**config.mk**
```make
export PLATFORM = sky130hd
export DESIGN_NAME = lcd_text_feeder_flat
export DESIGN_NICKNAME = d
export VERILOG_FILES = /design/src/rtl/lcd_text_feeder_if.sv /design/src/rtl/lcd_text_feeder.sv /design/src/flat_wrapper.sv
export SDC_FILE = /design/constraint.sdc
export NUM_CORES = 1
export LEC_CHECK = 0
export BUFFER_PORTS_ARGS = -buffer_cell sky130_fd_sc_hd__buf_2
export CAP_MARGIN = 0
export CORE_MARGIN = 1.5
export CORE_UTILIZATION = 40
export CTS_CLUSTER_DIAMETER = 150
export DETAILED_ROUTE_END_ITERATION = 8
export PLACE_DENSITY = 0.54
export SETUP_SLACK_MARGIN = 0.15
export SLEW_MARGIN = 20
export SYNTH_ARGS = -nofsm -noshare
export SYNTH_HDL_FRONTEND = slang
export SYNTH_SLANG_ARGS = --single-unit
```
**constraint.sdc**
```tcl
create_clock -name clk -period 3.85 [get_ports clk]
set_input_delay 0 -clock clk [delete_from_list [all_inputs] [get_ports clk]]
set_output_delay 0 -clock clk [all_outputs]
set_load 0.05 [all_outputs]
```
**src/rtl/lcd_text_feeder_if.sv**
```systemverilog
`default_nettype none
// ============================================================================
// lcd_text_feeder_if : value input and LCD request outputs of lcd_text_feeder
// Revision 1.0
// ============================================================================
interface lcd_text_feeder_if;
  logic        value_valid;
  logic [15:0] value;
  logic        delete_req;
  logic        write_req;
  logic [7:0]  char_out;
  logic        busy;

  modport master (
    output value_valid, value,
    input  delete_req, write_req, char_out, busy
  );

  modport slave (
    input  value_valid, value,
    output delete_req, write_req, char_out, busy
  );
endinterface
`default_nettype wire

```
**src/rtl/lcd_text_feeder.sv**
```systemverilog
`default_nettype none
// ============================================================================
// lcd_text_feeder : renders a ball X/Y value as "XX,YY" via toggle requests
// Revision 1.0
// ============================================================================
module lcd_text_feeder #(
  parameter logic [15:0] GAP_CYCLES = 16'd4096
) (
  input  wire logic        clk,
  input  wire logic        res_n,
  lcd_text_feeder_if.slave bus
);

  typedef enum logic [2:0] {
    IDLE   = 3'd0,
    CLEAR  = 3'd1,
    GAP    = 3'd2,
    SETUP  = 3'd3,
    STROBE = 3'd4
  } state_t;

  localparam logic [15:0] GAP_LOAD  = GAP_CYCLES - 16'd2;
  localparam logic [2:0]  NUM_CHARS = 3'd5;

  state_t      state, state_nx;
  logic        delete_q, delete_nx;
  logic        write_q, write_nx;
  logic        busy_q, busy_nx;
  logic        pending, pending_nx;
  logic [7:0]  char_q, char_nx;
  logic [15:0] cnt, cnt_nx;
  logic [15:0] work, work_nx;
  logic [15:0] pend_val, pend_val_nx;
  logic [2:0]  idx, idx_nx;
  logic [7:0]  next_char;
  logic [15:0] gap_exit;

  function automatic logic [7:0] hex_ascii(input logic [3:0] nib);
    return (nib < 4'd10) ? (8'h30 + {4'h0, nib}) : (8'h37 + {4'h0, nib});
  endfunction

  always_comb begin
    case (idx)
      3'd0:    next_char = hex_ascii(work[15:12]);
      3'd1:    next_char = hex_ascii(work[11:8]);
      3'd2:    next_char = 8'h2C;
      3'd3:    next_char = hex_ascii(work[7:4]);
      default: next_char = hex_ascii(work[3:0]);
    endcase
  end

  // Between two writes the STROBE cycle already counts toward the gap, so that
  // GAP leaves one count early; after CLEAR and after the last write it runs to 0.
  assign gap_exit = (idx != 3'd0 && idx != NUM_CHARS) ? 16'd1 : 16'd0;

  always_comb begin
    state_nx    = state;
    delete_nx   = delete_q;
    write_nx    = write_q;
    char_nx     = char_q;
    busy_nx     = busy_q;
    cnt_nx      = cnt;
    idx_nx      = idx;
    work_nx     = work;
    pending_nx  = pending;
    pend_val_nx = pend_val;

    if (state != IDLE && bus.value_valid) begin
      pending_nx  = 1'b1;
      pend_val_nx = bus.value;
    end

    case (state)
      IDLE: begin
        if (bus.value_valid || pending) begin
          work_nx    = bus.value_valid ? bus.value : pend_val;
          pending_nx = 1'b0;
          busy_nx    = 1'b1;
          idx_nx     = 3'd0;
          state_nx   = CLEAR;
        end
      end
      CLEAR: begin
        delete_nx = ~delete_q;
        cnt_nx    = GAP_LOAD;
        state_nx  = GAP;
      end
      GAP: begin
        if (cnt == gap_exit) begin
          if (idx == NUM_CHARS) begin
            busy_nx  = 1'b0;
            state_nx = IDLE;
          end else begin
            char_nx  = next_char;
            state_nx = SETUP;
          end
        end else begin
          cnt_nx = cnt - 16'd1;
        end
      end
      SETUP: begin
        write_nx = ~write_q;
        idx_nx   = idx + 3'd1;
        state_nx = STROBE;
      end
      STROBE: begin
        // With the minimum gap there is no room for a GAP cycle between writes.
        if (GAP_CYCLES == 16'd2 && idx != NUM_CHARS) begin
          char_nx  = next_char;
          state_nx = SETUP;
        end else begin
          cnt_nx   = GAP_LOAD;
          state_nx = GAP;
        end
      end
      default: state_nx = IDLE;
    endcase
  end

  always_ff @(posedge clk or negedge res_n) begin
    if (!res_n) begin
      state    <= IDLE;
      delete_q <= 1'b0;
      write_q  <= 1'b0;
      char_q   <= 8'h20;
      busy_q   <= 1'b0;
      pending  <= 1'b0;
      cnt      <= 16'd0;
      idx      <= 3'd0;
      work     <= 16'd0;
      pend_val <= 16'd0;
    end else begin
      state    <= state_nx;
      delete_q <= delete_nx;
      write_q  <= write_nx;
      char_q   <= char_nx;
      busy_q   <= busy_nx;
      pending  <= pending_nx;
      cnt      <= cnt_nx;
      idx      <= idx_nx;
      work     <= work_nx;
      pend_val <= pend_val_nx;
    end
  end

  assign bus.delete_req = delete_q;
  assign bus.write_req  = write_q;
  assign bus.char_out   = char_q;
  assign bus.busy       = busy_q;

endmodule
`default_nettype wire

```
**src/flat_wrapper.sv**
```systemverilog
// flat-port wrapper written by rule: the top's interface ports become plain ports
module lcd_text_feeder_flat 
#(
  parameter logic [15:0] GAP_CYCLES = 16'd4096
)
  (clk, res_n, bus_value_valid, bus_value, bus_delete_req, bus_write_req, bus_char_out, bus_busy);
  lcd_text_feeder_if bus_i ();
  input  wire logic clk;
  input  wire logic res_n;
  input wire logic [$bits(bus_i.value_valid)-1:0] bus_value_valid;
  input wire logic [$bits(bus_i.value)-1:0] bus_value;
  output wire logic [$bits(bus_i.delete_req)-1:0] bus_delete_req;
  output wire logic [$bits(bus_i.write_req)-1:0] bus_write_req;
  output wire logic [$bits(bus_i.char_out)-1:0] bus_char_out;
  output wire logic [$bits(bus_i.busy)-1:0] bus_busy;
  assign bus_i.value_valid = bus_value_valid;
  assign bus_i.value = bus_value;
  assign bus_delete_req = bus_i.delete_req;
  assign bus_write_req = bus_i.write_req;
  assign bus_char_out = bus_i.char_out;
  assign bus_busy = bus_i.busy;
  lcd_text_feeder #(.GAP_CYCLES(GAP_CYCLES)) u_core (.clk(clk), .res_n(res_n), .bus(bus_i));
endmodule
```
**Word-level counts from Yosys, hierarchy flattened**

Cells that the tools add are included.

- $add $sub $neg: 10
- Order comparisons: 4
- Eq/ne operators: 14
- Mux-type cells: 22
- Bitwise gates (word level): 3
- Reduce and logical (&&, ||, !) cells: 17

Operator list:

| operator | number |
|---|---|
| 6-bit by 4-bit adder with 7-bit output (first input constant) | 8 |
| 16-bit two-way mux | 2 |
| 8-bit two-way mux | 4 |
| 16-bit one-hot mux with 2 select lines | 1 |
| 8-bit one-hot mux with 4 select lines | 1 |
| 16-bit == test | 1 |
| 4-bit < comparator (second input constant) | 4 |
| 16-bit by 1-bit subtractor with 16-bit output (second input constant) | 1 |
| 3-bit by 2-bit == test with 1-bit output (second input constant) | 4 |
| 3-bit one-hot mux with 4 select lines | 1 |
| 3-bit two-way mux | 3 |
| 2-bit AND reduction | 4 |
| 1-bit two-way mux | 7 |
| 3-bit by 1-bit == test with 1-bit output (second input constant) | 2 |
| 3-bit == test (second input constant) | 2 |
| 3-bit logical NOT | 2 |
| 2-bit by 1-bit inequality test with 1-bit output (second input constant) | 3 |
| 3-bit one-hot mux with 2 select lines | 1 |
| 2-bit nonzero test | 3 |
| 3-bit nonzero test | 2 |
| 4-bit AND reduction | 1 |
| 3-bit by 1-bit adder with 3-bit output (second input constant) | 1 |
| 3-bit inequality test (second input constant) | 1 |
| 1-bit inverter | 3 |
| 7 further kinds | 8 |

- Flip-flop bits (word level): 66
- Input port bits: 19
- Output and inout port bits: 11
- Logic and storage cells: 80

**Depth between registers and ports, before layout**

- Word-level depth: 6
- Gate-level depth with buffers: 9

**Least setup slack after synthesis**

OpenSTA, ideal clock, no wires.

- Path kind: reg-to-reg
- Start point: reg u_core.cnt[12]
- End point: reg u_core.cnt[9]
- Library setup time: 132 ps
- Arrival time: 1888 ps
- Setup slack: 1831 ps
- Stages on the path, launching flop included: 6
- Cells stage by stage: dfrtp_1 > or4_4 > nor4b_1 > a21bo_2 > nor3_1 > or3b_1

- Cells in the longest elaborated chain, start to end: 3

RTL lines:

| element | line | RTL |
|---|---|---|
| start: declaration | lcd_text_feeder.sv:31 | `logic [15:0] cnt, cnt_nx;` |
| start signal: assignment | lcd_text_feeder.sv:139 | `cnt <= cnt_nx;` |
| 16-bit == test | lcd_text_feeder.sv:89 | `if (cnt == gap_exit) begin` |
| 2-bit inequality test (no line) | n/a |  |
| 2-bit AND reduction (no line) | n/a |  |

No other way between the ends.
A chain may end at the register's enable or synchronous reset.

**Worst setup path in the final report**

- Start point: reg u_core.idx[0]
- End point: reg u_core.char_q[0] (netlist: u_core.bus.char_out[0])

- Cells in the longest elaborated chain, start to end: 5

RTL lines:

| element | line | RTL |
|---|---|---|
| start: declaration | lcd_text_feeder.sv:34 | `logic [2:0] idx, idx_nx;` |
| start signal: assignment | lcd_text_feeder.sv:140 | `idx <= idx_nx;` |
| 3-bit inequality test or 3-bit nonzero test (tied branches) | lcd_text_feeder.sv:54 | `assign gap_exit = (idx != 3'd0 && idx != NUM_CHARS) ? 16'd1 : 16'd0;` |
| 1-bit logical AND | lcd_text_feeder.sv:54 |  |
| 1-bit two-way mux | lcd_text_feeder.sv:54 |  |
| 16-bit == test | lcd_text_feeder.sv:89 |  |
| 3-bit AND reduction (no line) | n/a |  |
| end signal: assignment | lcd_text_feeder.sv:136 | `char_q <= char_nx;` |
| end: declaration | lcd_text_feeder.sv:30 | `logic [7:0] char_q, char_nx;` |

Parallel ways exist; a longest one is shown, timed or not.

==> flow_summary.yaml <==
placement:
  hpwl_um: 5250
  place_congestion: 0.887
  io_buffers: 28
  dp.cells: 475
  postPlaceCellArea_sq_mm: 0.00374
logic_synthesis:
  synth_edf_count: 0
  synth_top_area_frac: 0.455
  synthArstFlopShare: 1.00
  synth_area_leaders: "dfrtp_1, mux2_2, mux2i_1"
  yosys.cell_types.count: 52
  synth_fp_nets: 383
  yosys-top-cells-count: "dfrtp_1, a21oi_1, nor2_1, mux2_2, mux2i_1"
  yosysWarnings: 0
  syn_inst: 354
  yosysTopAreaCell: "dfrtp_1"
  netlist_area_sq_mm: 0.00352
  syn_avg_cell_area_sq_um: 9.95
  synth_seq_cells: 65
  ys_seq_area_frac: 0.462
  yosys_most_used_dff: "dfrtp_1"
  synth_most_common_cell: "dfrtp_1"
floorplan:
  core-area_sq_mm: 0.00864
  start_util: 0.408
  die_y_um: 96.8
  rows: 34
  die_w_um: 96.8
  io_pins: 30
  dieArea_sq_mm: 0.00937
timing:
  max_freq_mhz: 390
  skew_ps: 2.88
  finalCritPeriodShare: 0.666
  hold_viol: 0
  tightestPinTransition_ps: 811
  drv_slew: 0
  rsz0062_at_grt: "no"
  fin_hold_ws_ps: 264
  setup_viol: 0
  layout_min_cycle_time_ps: 2560
  max_slew_margin: 0.459
  fin_tns_setup_ps: 0
clocking:
  path_clk_slew_ps: 70
  post_cts_buffers: 0
  cts_made_buffers: 9
  cts.repair.resized: 0
  cts_tree: "built"
  insertion_delay_ps: 330
  cts_max_path_buffers: 2
  cts.sink_count: 65
  ctsHtreeMaxLevel: 3
  cts_root_buf: "clkbuf_8"
worst_setup_path:
  worstSetupPathDepth: 7
  worst_ep_required_time_ps: 4070
  r2r-end: "u_core.bus.char_out[0]$_DFFE_PN0P_"
  ff2ff_setup_slack_ps: 1290
  crit_path_end: "u_core.bus.char_out[0]$_DFFE_PN0P_"
  cpPeakStageDelay_ps: 630
  r2r_cells: 7
  end_kind: "flip-flop"
  r2r_start: "u_core.idx[0]$_DFFE_PN0P_"
  critPathArrivalTime_ps: 2780
  cp-startpoint: "u_core.idx[0]$_DFFE_PN0P_"
  cp-start-kind: "flip-flop"
  criticalPathCategory: "flip-flop to flip-flop"
  path_buf_inv: 1
  critical-path-slowest-cell: "xnor2_1"
  critPathMaxFanout: 11
  path_delay_family: "XOR/XNOR gates"
  critical_path.cell_chain: "inv_1 -> ha_1 -> mux2i_1 -> xnor2_1 -> and3_1 -> nand4_2 -> mux2_2"
drt:
  vias_per_cell: 5.31
  drc: 0
  drt-total-wl_um: 7420
  drtIter0Drc: 115
  wl_per_cell_um: 14.6
  dr.pass1.iters: 4
  routed-via-count: 2692
  ant_nets: 0
grt:
  overflow: 0
  grt_pass1_wl_um: 13100
  antenna_found_initial: 0
  first_global_vias: 2726
  grtUsageTotal: 0.172
  grt_max_degree: 36
cells_and_area:
  final_area_sq_mm: 0.00410
  drive_above_1_share: 0.195
  final_cells: 507
  synthToLayoutAreaGrowth_pct: 16.3
  utilization: 0.474
  insertedDiodeCount: 0
  nNetsFinal: 424
pwr:
  vdd_ir_drop_max_mv: 0.313
  p_per_area_mw_per_mm2: 711
  power.leakage_nw: 1.81
worst_hold_path:
  hp-class: "primary input to async pin"
run_status:
  outcome: "completed"
run:
  maxCapViolations: 0
routing by layer:
metal  GRT usage  up-vias  part of all wire
li1            -     1356                 -
met3      0.0347        2             0.026
met1       0.222     1294              0.48
met2       0.286       40              0.49
met4      0.0647        0            0.0049
met5           0        -                 0
cells by family after synthesis:
group                    share of synthesized area
AO/OA/AOI/OAI                                0.138
XOR/XNOR                                    0.0323
adder cells (fa/ha/maj)                     0.0355
buffers and inverters                       0.0409
flip-flops                                   0.462
multiplexers                                 0.130
other                                      0.00107
AND/OR/NAND/NOR                              0.159
through the flow:
stage | power, mW | setup WS, ps
floorplan | 2.08 | 1830
global placement | 2.35 | 1400
detailed placement | 2.38 | 1320
CTS | 2.95 | 1300
global route | 3.17 | 1040
finish | 2.91 | 1290
how the worst min path moves through the flow:
stage	slack, ps	to
after global placement	110	u_core.cnt[2]$_DFFE_PN0P_
after floorplan	-300	u_core.bus.busy$_DFFE_PN0P_
after CTS	250	u_core.work[9]$_DFFE_PN0P_
after detailed placement	100	u_core.cnt[2]$_DFFE_PN0P_
after global routing	290	u_core.work[10]$_DFFE_PN0P_
final	260	u_core.cnt[2]$_DFFE_PN0P_
flip-flops by register name, summed over array words and instances, names as in the netlist:
register,count
u_core.work,16
u_core.bus.busy,1
u_core.bus.delete_req,1
u_core.bus.char_out,7
u_core.idx,3
u_core.cnt,16
u_core.bus.write_req,1
u_core.pend_val,16
u_core.state,3
u_core.pending,1
area by class of cell:
type                    instances  area (sq um)
multi-input cells             253          1750
well taps                     108           135
inverters                      18          67.6
repair buffers                 48           333
fillers                       811          4540
flip-flops and latches         65          1630
clock buffers                  12           165
clock inverters                 3          15.0
where the power goes:
| group | leakage [nW] | internal, mW | switching [mW] | total [mW] |
|---|---|---|---|---|
| sequential | 0.748 | 0.916 | 0.248 | 1.16 |
| combinational | 0.961 | 0.528 | 0.685 | 1.21 |
| clock | 0.0980 | 0.280 | 0.253 | 0.533 |
| total | 1.81 | 1.72 | 1.19 | 2.91 |
worst reg2reg max path: cells and delay by family (launching register included):
kind	cells	cell delay [ps]
XOR/XNOR	1	630
AND/OR/NAND/NOR	2	510
multiplexers	2	500
flip-flops	1	410
adder cells (fa/ha/maj)	1	300
buffers and inverters	1	110
cells in the final DEF, fill, tap and decap left out, types with 2 or more instances in the layout:
| cell | Yosys | layout |
|---|---|---|
| and4b_1 | 2 | 2 |
| buf_4 | 1 | 3 |
| or3_1 | 4 | 4 |
| inv_1 | 17 | 17 |
| dlygate4sd3_1 | 0 | 17 |
| dfrtp_1 | 64 | 64 |
| a21oi_1 | 35 | 35 |
| o31ai_1 | 2 | 2 |
| and3_1 | 4 | 4 |
| nand2b_1 | 4 | 4 |
| buf_2 | 3 | 28 |
| mux2_2 | 23 | 23 |
| a22oi_1 | 2 | 2 |
| xnor2_1 | 12 | 12 |
| ha_1 | 10 | 10 |
| clkbuf_8 | 0 | 12 |
| a21boi_0 | 2 | 2 |
| o211ai_1 | 2 | 2 |
| nand3_1 | 8 | 8 |
| nand4_1 | 7 | 7 |
| mux2i_1 | 20 | 20 |
| a31oi_1 | 6 | 6 |
| clkinv_2 | 0 | 3 |
| nor2b_1 | 3 | 2 |
| o22ai_1 | 3 | 3 |
| a21bo_2 | 2 | 2 |
| nand2_1 | 19 | 19 |
| o21ai_0 | 19 | 19 |
| a32oi_1 | 2 | 2 |
| and4_1 | 2 | 2 |
| nor2_1 | 34 | 34 |
| nor3_1 | 6 | 6 |
| a2111oi_0 | 3 | 3 |
timing repair:
item / in CTS / in global routing
hold buffers: 17 / 0
setup endpoints to repair: 0 / 0
hold endpoints to repair: 59 / 0
No activity file was read; power rests on OpenSTA's default activity.
